==> config.mk <==
export PLATFORM = sky130hd
export DESIGN_NAME = seven_seg_mux
export DESIGN_NICKNAME = d
export VERILOG_FILES = /design/src/rtl/seven_seg_pkg.sv /design/src/rtl/seven_seg_glyph.sv /design/src/rtl/seven_seg_mux.sv
export SDC_FILE = /design/constraint.sdc
export NUM_CORES = 1
export LEC_CHECK = 0
export ABC_AREA = 1
export BUFFER_PORTS_ARGS = -buffer_cell sky130_fd_sc_hd__buf_2
export CELL_PAD_IN_SITES_DETAIL_PLACEMENT = 1
export CELL_PAD_IN_SITES_GLOBAL_PLACEMENT = 2
export CORE_ASPECT_RATIO = 0.75
export CORE_UTILIZATION = 41
export CTS_BUF_LIST = sky130_fd_sc_hd__clkbuf_8
export DETAILED_ROUTE_END_ITERATION = 7
export PLACE_DENSITY = 0.91
export REMOVE_ABC_BUFFERS = 1
export SLEW_MARGIN = 20
export SYNTH_ARGS = -nofsm -noshare
export SYNTH_HDL_FRONTEND = slang
export SYNTH_SLANG_ARGS = --single-unit
export TNS_END_PERCENT = 50
==> constraint.sdc <==
create_clock -name clk -period 9.75 [get_ports clk]
set_input_delay 1.4625 -clock clk [delete_from_list [all_inputs] [get_ports clk]]
set_output_delay 1.4625 -clock clk [all_outputs]
set_load 0.03 [all_outputs]
==> src/rtl/seven_seg_pkg.sv <==
`default_nettype none
// +--------------------------------------------------------------------+
// | seven_seg_pkg : shared types, constants and glyph table            |
// | Revision      : 1.0                                                |
// +--------------------------------------------------------------------+
package seven_seg_pkg;

  localparam logic [6:0] SEG_BLANK = 7'h7F;

  typedef struct packed {
    logic [3:0] nibble;
    logic       dp;
    logic       blank;
    logic       blink;
  } digit_rec_t;

  localparam digit_rec_t DIGIT_OFF = '{nibble: 4'h0, dp: 1'b0, blank: 1'b1, blink: 1'b0};

  // Active-low segments, bit order gfedcba.
  function automatic logic [6:0] hex_to_seg(input logic [3:0] nib);
    logic [6:0] s;
    s = SEG_BLANK;
    case (nib)
      4'h0: s = 7'h40;
      4'h1: s = 7'h79;
      4'h2: s = 7'h24;
      4'h3: s = 7'h30;
      4'h4: s = 7'h19;
      4'h5: s = 7'h12;
      4'h6: s = 7'h02;
      4'h7: s = 7'h78;
      4'h8: s = 7'h00;
      4'h9: s = 7'h10;
      4'hA: s = 7'h08;
      4'hB: s = 7'h03;
      4'hC: s = 7'h46;
      4'hD: s = 7'h21;
      4'hE: s = 7'h06;
      4'hF: s = 7'h0E;
      default: s = SEG_BLANK;
    endcase
    return s;
  endfunction

endpackage
`default_nettype wire

==> src/rtl/seven_seg_glyph.sv <==
`default_nettype none
// +--------------------------------------------------------------------+
// | seven_seg_glyph : combinational hex nibble to segment decoder      |
// | Revision        : 1.0                                              |
// +--------------------------------------------------------------------+
module seven_seg_glyph (
  input  logic [3:0] nibble,
  output logic [6:0] seg
);
  import seven_seg_pkg::*;

  assign seg = hex_to_seg(nibble);

endmodule
`default_nettype wire

==> src/rtl/seven_seg_mux.sv <==
`default_nettype none
// +--------------------------------------------------------------------+
// | seven_seg_mux : scanned N-digit display driver with PWM and blink  |
// | Revision      : 1.0                                                |
// +--------------------------------------------------------------------+
module seven_seg_mux #(
  parameter int NUM_DIGITS   = 4,
  parameter int REFRESH_DIV  = 100000,
  parameter int BRIGHT_W     = 4,
  parameter int GUARD        = 64,
  parameter int BLINK_FRAMES = 64
) (
  input  logic                    clk,
  input  logic                    rst_n,
  input  logic [4*NUM_DIGITS-1:0] digits_i,
  input  logic [NUM_DIGITS-1:0]   dp_i,
  input  logic [NUM_DIGITS-1:0]   blank_i,
  input  logic [NUM_DIGITS-1:0]   blink_i,
  input  logic                    update_i,
  input  logic [BRIGHT_W-1:0]     brightness_i,
  output logic                    pending_o,
  output logic                    frame_o,
  output logic [NUM_DIGITS-1:0]   an_o,
  output logic [6:0]              seg_o,
  output logic                    dp_o
);
  import seven_seg_pkg::*;

  localparam int PC_W  = (REFRESH_DIV > 1) ? $clog2(REFRESH_DIV) : 1;
  localparam int IDX_W = (NUM_DIGITS > 1) ? $clog2(NUM_DIGITS) : 1;
  localparam int BF_W  = (BLINK_FRAMES > 1) ? $clog2(BLINK_FRAMES) : 1;
  localparam logic [PC_W-1:0]  PC_LAST  = PC_W'(REFRESH_DIV - 1);
  localparam logic [IDX_W-1:0] IDX_LAST = IDX_W'(NUM_DIGITS - 1);
  localparam logic [BF_W-1:0]  BF_LAST  = BF_W'(BLINK_FRAMES - 1);
  localparam logic [31:0]      SLOT     = 32'(REFRESH_DIV >> BRIGHT_W);
  localparam logic [31:0]      GUARD_U  = 32'(GUARD);

  logic [PC_W-1:0]     r_pc;
  logic [IDX_W-1:0]    r_idx;
  logic [BF_W-1:0]     r_fcnt;
  logic                r_phase;
  logic                r_pending;
  logic [BRIGHT_W-1:0] r_bright;

  digit_rec_t [NUM_DIGITS-1:0] r_stage;
  digit_rec_t [NUM_DIGITS-1:0] r_shadow;
  digit_rec_t [NUM_DIGITS-1:0] w_in;
  digit_rec_t                  w_cur;

  logic                  w_slot_end;
  logic                  w_boundary;
  logic [BRIGHT_W-1:0]   w_bright;
  logic [31:0]           w_thresh;
  logic                  w_lit;
  logic [6:0]            w_glyph;
  logic [NUM_DIGITS-1:0] w_onehot;

  generate
    for (genvar k = 0; k < NUM_DIGITS; k++) begin : g_pack
      assign w_in[k] = '{nibble: digits_i[4*k +: 4], dp: dp_i[k],
                         blank: blank_i[k], blink: blink_i[k]};
    end
  endgenerate

  assign w_slot_end = (r_pc == PC_LAST);
  assign w_boundary = w_slot_end && (r_idx == IDX_LAST);

  always_ff @(posedge clk or negedge rst_n) begin
    if (!rst_n) begin
      r_pc     <= '0;
      r_idx    <= '0;
      r_fcnt   <= '0;
      r_phase  <= 1'b0;
      r_bright <= '0;
    end else begin
      if (r_pc == '0) r_bright <= brightness_i;
      if (w_slot_end) begin
        r_pc  <= '0;
        r_idx <= (r_idx == IDX_LAST) ? '0 : r_idx + 1'b1;
      end else begin
        r_pc <= r_pc + 1'b1;
      end
      if (w_boundary) begin
        if (r_fcnt == BF_LAST) begin
          r_fcnt  <= '0;
          r_phase <= ~r_phase;
        end else begin
          r_fcnt <= r_fcnt + 1'b1;
        end
      end
    end
  end

  // Shadow only changes on the frame boundary so a frame never mixes data sets.
  always_ff @(posedge clk or negedge rst_n) begin
    if (!rst_n) begin
      r_stage   <= {NUM_DIGITS{DIGIT_OFF}};
      r_shadow  <= {NUM_DIGITS{DIGIT_OFF}};
      r_pending <= 1'b0;
    end else begin
      if (w_boundary && r_pending) r_shadow <= r_stage;
      if (update_i) r_stage <= w_in;
      r_pending <= update_i | (r_pending & ~w_boundary);
    end
  end

  assign pending_o = r_pending;

  // The slot's first cycle uses the live brightness, matching what gets latched.
  assign w_bright = (r_pc == '0) ? brightness_i : r_bright;
  assign w_thresh = (32'(w_bright) + 32'd1) * SLOT;
  assign w_cur    = r_shadow[r_idx];
  assign w_lit    = (32'(r_pc) >= GUARD_U) && (32'(r_pc) < w_thresh) &&
                    !w_cur.blank && !(w_cur.blink && r_phase);

  always_comb begin
    w_onehot        = '0;
    w_onehot[r_idx] = 1'b1;
  end

  seven_seg_glyph u_glyph (
    .nibble (w_cur.nibble),
    .seg    (w_glyph)
  );

  always_ff @(posedge clk or negedge rst_n) begin
    if (!rst_n) begin
      an_o    <= '1;
      seg_o   <= SEG_BLANK;
      dp_o    <= 1'b1;
      frame_o <= 1'b0;
    end else begin
      frame_o <= (r_pc == '0) && (r_idx == '0);
      if (w_lit) begin
        an_o  <= ~w_onehot;
        seg_o <= w_glyph;
        dp_o  <= ~w_cur.dp;
      end else begin
        an_o  <= '1;
        seg_o <= SEG_BLANK;
        dp_o  <= 1'b1;
      end
    end
  end

endmodule
`default_nettype wire

# Word level (Yosys, flattened, before mapping)
# Memories as Yosys holds them, arrays and structs flattened.
# Index checks and enable logic that the tools add are counted.
# op_classes
n_div	0
add_sub_neg	4
eq_ne	3
shifts	0
mul	1
muxes	11
n_lt_le_gt_ge	4
n_bitwise	6
n_reduce_logical	13
# ops
op	n
$lt A17 B18 Y1	1
$add A17 B1 Y17 const B	1
$eq A17 B17 Y1 const B	1
$ge A17 B7 Y1 const B	1
$logic_not A17 Y1	1
$mul A5 B12 Y17 const B	1
$mux W17	1
$bmux W7 S2	1
$mux W7	2
$logic_and A1 B1 Y1	8
$mux W4	2
$add A6 B1 Y6 const B	1
$eq A6 B6 Y1 const B	1
$mux W6	1
$add A4 B1 Y5 const B	1
$not A4 Y4	1
$lt A2 B3 Y1 const B	1
$not A1 Y1	3
$add A2 B1 Y2 const B	1
$demux W1 S2	1
$eq A2 B2 Y1 const B	1
$ge A2 B1 Y1 const B	1
$logic_not A1 Y1	2
$logic_not A2 Y1	1
other kinds (5)	6
# totals
ram_bits	0
romBits	112
latch_bits	0
inputBits	35
reg_bits	100
output_inout_bits	14
memories	1
# memory_table
memory	depth	width	read_ports	rd_clocked_by_memory_dff	wr	line	text
(no name shown)	16	7	1	0	0	seven_seg_pkg.sv:23	case (nib)

# Logic depth before layout (Yosys ltp)
# depth
depth_word	9
mapped_depth	40
ltp_nobuf	39

# Hierarchy
# From an unflattened synthesis, not the netlist that was laid out.
# unflattened
hier_cells	729
hier_area_um2	6155.9
# by_module_without_submodules
mod	seq_area_each_um2	n_inst	area_each_um2	cells_each
seven_seg_mux	2527.4	1	5881.9	680
seven_seg_glyph	0.0	1	274.0	49

# Least setup slack after synthesis
# No wires, ideal clock.
# synth_timing
kind	input port to flip-flop
from	in brightness_i[0]
to	reg seg_o[5]
path_stages	24
path_buffers	1
arrival_ns	5.267
path_slack_ns	4.400
t_required_ns	9.667
cell_sequence	inv_1 nand4_1 nand2_2 inv_1 ha_1 or2_0 nand2_1 inv_1 ha_1 ha_1 ha_1 ha_1 a21oi_1 nand2_1 nand2_1 o211ai_1 a31oi_1 o21ai_0 xor2_1 ha_1 and3_1 nand2_2 buf_6 nand3_2
# synth_between
elab_chain_len	8
# synth_lines
item	line	text
start, declared	seven_seg_mux.sv:20	input logic [BRIGHT_W-1:0] brightness_i,
$mux W4	seven_seg_mux.sv:110	assign w_bright = (r_pc == '0) ? brightness_i : r_bright;
net w_bright[0]	seven_seg_mux.sv:52	logic [BRIGHT_W-1:0] w_bright;
$add A4 B1 Y5	seven_seg_mux.sv:111	assign w_thresh = (32'(w_bright) + 32'd1) * SLOT;
$mul A5 B12 Y17	seven_seg_mux.sv:111	
$lt A17 B18 Y1	seven_seg_mux.sv:113	assign w_lit = (32'(r_pc) >= GUARD_U) && (32'(r_pc) < w_thresh) &&
$logic_and A1 B1 Y1 (2 in a row)	seven_seg_mux.sv:113	
$logic_and A1 B1 Y1	seven_seg_mux.sv:114	!w_cur.blank && !(w_cur.blink && r_phase);
$mux W7	seven_seg_mux.sv:134	if (w_lit) begin
end signal, assigned	seven_seg_mux.sv:136	seg_o <= w_glyph;
end, declared	seven_seg_mux.sv:24	output logic [6:0] seg_o,
# The timed path passes the listed nets, and every way through them passes these cells.
# A chain may end at the register's enable or synchronous reset.

# Worst setup path in the final report
# layout_timing
from	in brightness_i[0]
to	reg seg_o[1]
# The elaborated chain is that of the path after synthesis.

==> impl_metrics.prom <==
# TYPE chip_impl_metric gauge
chip_impl_info{name="outcome",value="complete, no violations"} 1
chip_impl_metric{name="timing.final.crit_period",unit="ns"} 5.79
chip_impl_metric{name="yosys.cell_types.count",unit=""} 47
chip_impl_metric{name="grt_overflow",unit=""} 0
chip_impl_metric{name="drt-wirelength-per-cell",unit="microns"} 15.7
chip_impl_info{name="timing.hold.worst.class",value="flip-flop to flip-flop"} 1
chip_impl_metric{name="fp.dieW",unit="microns"} 141
chip_impl_metric{name="regToRegSetupSlack",unit="ns"} 4.08
chip_impl_metric{name="post-route-drc-count",unit=""} 0
chip_impl_metric{name="global_route.usage.total",unit="%"} 21.2
chip_impl_metric{name="clock.fmax",unit="GHz"} 0.173
chip_impl_metric{name="ff2ff_path_depth",unit=""} 32
chip_impl_metric{name="synthesized_cell_area",unit="sq mm"} 0.00595
chip_impl_info{name="worst_path_max_delay_cell",value="inv_1"} 1
chip_impl_metric{name="dr.first_iter.drc_count",unit=""} 186
chip_impl_metric{name="numPortBuffers",unit=""} 48
chip_impl_metric{name="tritoncts_num_sinks",unit=""} 100
chip_impl_metric{name="route.vias.total",unit=""} 4657
chip_impl_metric{name="core.rowCount",unit=""} 37
chip_impl_metric{name="timing.final.max_slew_violations",unit=""} 0
chip_impl_metric{name="floorplan.die_area",unit="sq mm"} 0.0150
chip_impl_metric{name="detail_route.wirelength",unit="microns"} 14700
chip_impl_metric{name="core_area",unit="sq mm"} 0.0139
chip_impl_metric{name="finalHoldViolations",unit=""} 0
chip_impl_metric{name="timing.final.crit_share",unit="%"} 59.4
chip_impl_metric{name="layout-area-overhead-vs-synth",unit="%"} 9.74
chip_impl_metric{name="ctsHtreeMaxLevel",unit=""} 3
chip_impl_info{name="worstSetupStartpointType",value="primary input"} 1
chip_impl_metric{name="post-route-util",unit="%"} 46.9
chip_impl_metric{name="maxSlewHeadroom",unit="%"} 44.5
chip_impl_metric{name="place_hpwl",unit="microns"} 11200
chip_impl_metric{name="pin_count_of_the_biggest_net_entering_global_routing",unit=""} 58
chip_impl_metric{name="power.density",unit="mW/mm^2"} 132
chip_impl_metric{name="post_cts_buffers",unit=""} 0
chip_impl_metric{name="initial_core_util",unit="%"} 42.7
chip_impl_info{name="criticalPathCategory",value="primary input to flip-flop"} 1
chip_impl_metric{name="finalSetupViolations",unit=""} 0
chip_impl_metric{name="share_of_synthesized_registers_carrying_an_async_set_or_reset",unit="%"} 100
chip_impl_metric{name="die_height",unit="microns"} 106
chip_impl_metric{name="cts-root-to-sink-buffers",unit=""} 2
chip_impl_info{name="cts_root_buffer",value="clkbuf_8"} 1
chip_impl_info{name="setup.worst_path.start",value="brightness_i[0]"} 1
chip_impl_metric{name="antenna_found_initial",unit=""} 0
chip_impl_metric{name="source_to_sink_clock_delay_at_the_later_pin_of_the_worst_skew_pair",unit="ns"} 0.39
chip_impl_metric{name="cts-hold-fix-buffers",unit=""} 0
chip_impl_metric{name="cts_made_buffers",unit=""} 9
chip_impl_metric{name="gpl.final_weighted_congestion",unit=""} 0.847
chip_impl_metric{name="ys_warn_count",unit=""} 0
chip_impl_info{name="crit_path_end_kind",value="flip-flop"} 1
chip_impl_metric{name="vdd_ir_drop_max",unit="uV"} 60.6
chip_impl_metric{name="clkSlewWorstSetupHoldPaths",unit="ns"} 0.10
chip_impl_metric{name="first_pass_iters",unit=""} 4
chip_impl_info{name="regToRegStartpoint",value="r_pc[1]"} 1
chip_impl_metric{name="postCtsResizedCells",unit=""} 0
chip_impl_info{name="worst_setup_path_endpoint",value="seg_o[1]"} 1
chip_impl_metric{name="max_cap_viol_count",unit=""} 0
chip_impl_info{name="rsz_0062_raised_after_global_routing",value="no"} 1
chip_impl_metric{name="synthesis.area_per_instance",unit="sq um"} 8.59
chip_impl_metric{name="worstPathArrival",unit="ns"} 6.08
chip_impl_metric{name="worst_pin_slew",unit="ns"} 0.833
chip_impl_metric{name="setup_total_negative_slack",unit="ns"} 0
chip_impl_metric{name="clock_skew",unit="ns"} 0.0115
chip_impl_metric{name="yosys_register_bits",unit=""} 100
chip_impl_info{name="most_common_flop_cell_mapped_by_yosys",value="dfrtp_1"} 1
chip_impl_info{name="worstReg2RegEnd",value="seg_o[1]"} 1
chip_impl_metric{name="avgViaCountPerCell",unit=""} 4.99
chip_impl_metric{name="leakage",unit="uW"} 0.00324
chip_impl_metric{name="synth_enable_flop_cells",unit=""} 0
chip_impl_metric{name="ys_seq_area_share",unit="%"} 42.5
chip_impl_metric{name="timing.critical_path.slowest_cell_delay",unit="ns"} 0.42
chip_impl_metric{name="num_antenna_cells",unit=""} 0
chip_impl_metric{name="grt_pass1_vias",unit=""} 5058
chip_impl_metric{name="min_delay_path_depth",unit=""} 1
chip_impl_metric{name="io_pins",unit=""} 49
chip_impl_info{name="tritoncts",value="yes"} 1
chip_impl_metric{name="filler_cell_count",unit=""} 1681
chip_impl_metric{name="crit_required",unit="ns"} 10.04
chip_impl_metric{name="layout.nets",unit=""} 829
chip_impl_metric{name="grt_pass1_wl",unit="microns"} 25000
chip_impl_metric{name="proportion_of_layout_cells_with_a_drive_suffix_above_1",unit="%"} 16.5
chip_impl_metric{name="post_synthesis_cells",unit=""} 693
chip_impl_metric{name="worst-path-max-fanout",unit=""} 12
chip_impl_metric{name="antenna_left",unit=""} 0
==> Yosys cell counts (2+ instances only) <==
| cell | count | share of area, % |
|---|---|---|
| nand2_1 | 150 | 9.5 |
| buf_4 | 2 | 0.25 |
| a31oi_1 | 5 | 0.53 |
| o21ai_0 | 57 | 4.8 |
| o22ai_1 | 2 | 0.21 |
| a211oi_1 | 3 | 0.38 |
| a32oi_1 | 2 | 0.29 |
| a211o_1 | 2 | 0.29 |
| o21a_1 | 2 | 0.25 |
| o21bai_1 | 2 | 0.25 |
| a21oi_1 | 25 | 2.1 |
| inv_1 | 97 | 6.1 |
| buf_2 | 3 | 0.25 |
| nand4_1 | 10 | 1.1 |
| dfrtp_1 | 80 | 34 |
| xor2_1 | 12 | 1.8 |
| dfstp_2 | 20 | 8.8 |
| nand3_1 | 26 | 2.2 |
| nor3_1 | 9 | 0.76 |
| o21ai_1 | 21 | 1.8 |
| ha_1 | 59 | 12 |
| buf_6 | 7 | 1.3 |
| nor2_4 | 5 | 0.95 |
| a21o_1 | 2 | 0.25 |
| nor2_2 | 7 | 0.74 |
| xnor2_1 | 6 | 0.88 |
| nand3b_1 | 2 | 0.25 |
| nand3_2 | 12 | 2.0 |
| nand2_2 | 6 | 0.63 |
| nor2_1 | 33 | 2.1 |
| clkbuf_1 | 8 | 0.50 |
==> worst min-delay path by stage <==
| stage | startpoint | end | slack [ns] |
|---|---|---|---|
| global route | r_pc[0] | r_pc[0] | 0.51 |
| CTS | r_pc[0] | r_pc[0] | 0.48 |
| finish | r_pc[0] | r_pc[0] | 0.48 |
| floorplan | r_pc[0] | r_pc[0] | 0.43 |
| global placement | r_pc[0] | r_pc[0] | 0.45 |
| detailed placement | r_pc[0] | r_pc[0] | 0.46 |
==> cells by family after synthesis <==
family / after synthesis / synth area share (%)
fa+ha+maj: 60 / 12.7
flops: 100 / 42.5
simple gates: 268 / 21.6
buf+inv: 118 / 8.52
compound gates: 129 / 12.0
xor+xnor: 18 / 2.65
==> critical path, delay by kind of cell <==
kind / cells / cell delay, ns
AOI/OAI and AO/OA: 4 / 0.67
and+or+nand+nor: 12 / 1.38
buffers and inverters: 6 / 0.90
xor gates and xnor gates: 1 / 0.17
adders and majority gates: 6 / 1.49
==> state kept, by name (all words and copies together), names as in the netlist <==
register,cells
an_o,4
seg_o,7
r_stage,28
r_bright,4
frame_o,1
r_phase,1
r_idx,2
dp_o,1
r_pc,17
pending_o,1
r_shadow,28
r_fcnt,6
==> final cells by class <==
class                           instances  area (sq um)  area share, %
Clock buffer                            9           124           1.90
Clock inverter                          7          92.6           1.42
Inverter                               98           368           5.63
Multi-Input combinational cell        475          2920           44.7
Sequential cell                       100          2530           38.7
Tap cell                              195           244           3.74
Timing Repair Buffer                   50           258           3.95
==> through the flow <==
step	cells	hold WS [ns]	setup WS, ns	power [uW]	instance area, sq um
6_report	934	0.479	3.96	862	6530
2_1_floorplan	673	0.431	4.35	529	5810
3_3_place_gp	918	0.454	3.87	569	6310
5_1_grt	934	0.506	3.51	909	6530
4_1_cts	934	0.482	3.95	873	6530
3_5_place_dp	918	0.464	3.54	578	6310
==> cells in the final DEF, fill, tap and decap left out, types with 10 or more instances in the layout <==
cell and instances:
buf_2 47, o21ai_0 57, o21ai_1 21, dfrtp_1 80, nand2_1 150, inv_1 97, ha_1 59, xor2_1 12
nand3_2 12, dfstp_2 20, nor2_1 33, nand4_1 10, nand3_1 26, a21oi_1 25
==> metal layers <==
layer | track usage (%) | wire length, microns | vias up | part of all wire (%)
li1 | - | - | 2341 | -
met1 | 29.2 | 7250 | 2251 | 49
met2 | 35.0 | 6840 | 52 | 47
met3 | 3.29 | 421 | 13 | 2.9
met4 | 5.05 | 146 | 0 | 1.0
met5 | 0 | 0 | - | 0
==> power breakdown <==
group | switching [uW] | internal [uW] | leakage (uW)
logic | 87.7 | 51.4 | 0.00188
clock network | 167 | 125 | 0.000103
registers | 2.87 | 427 | 0.00125
No activity file was read; power rests on OpenSTA's default activity.
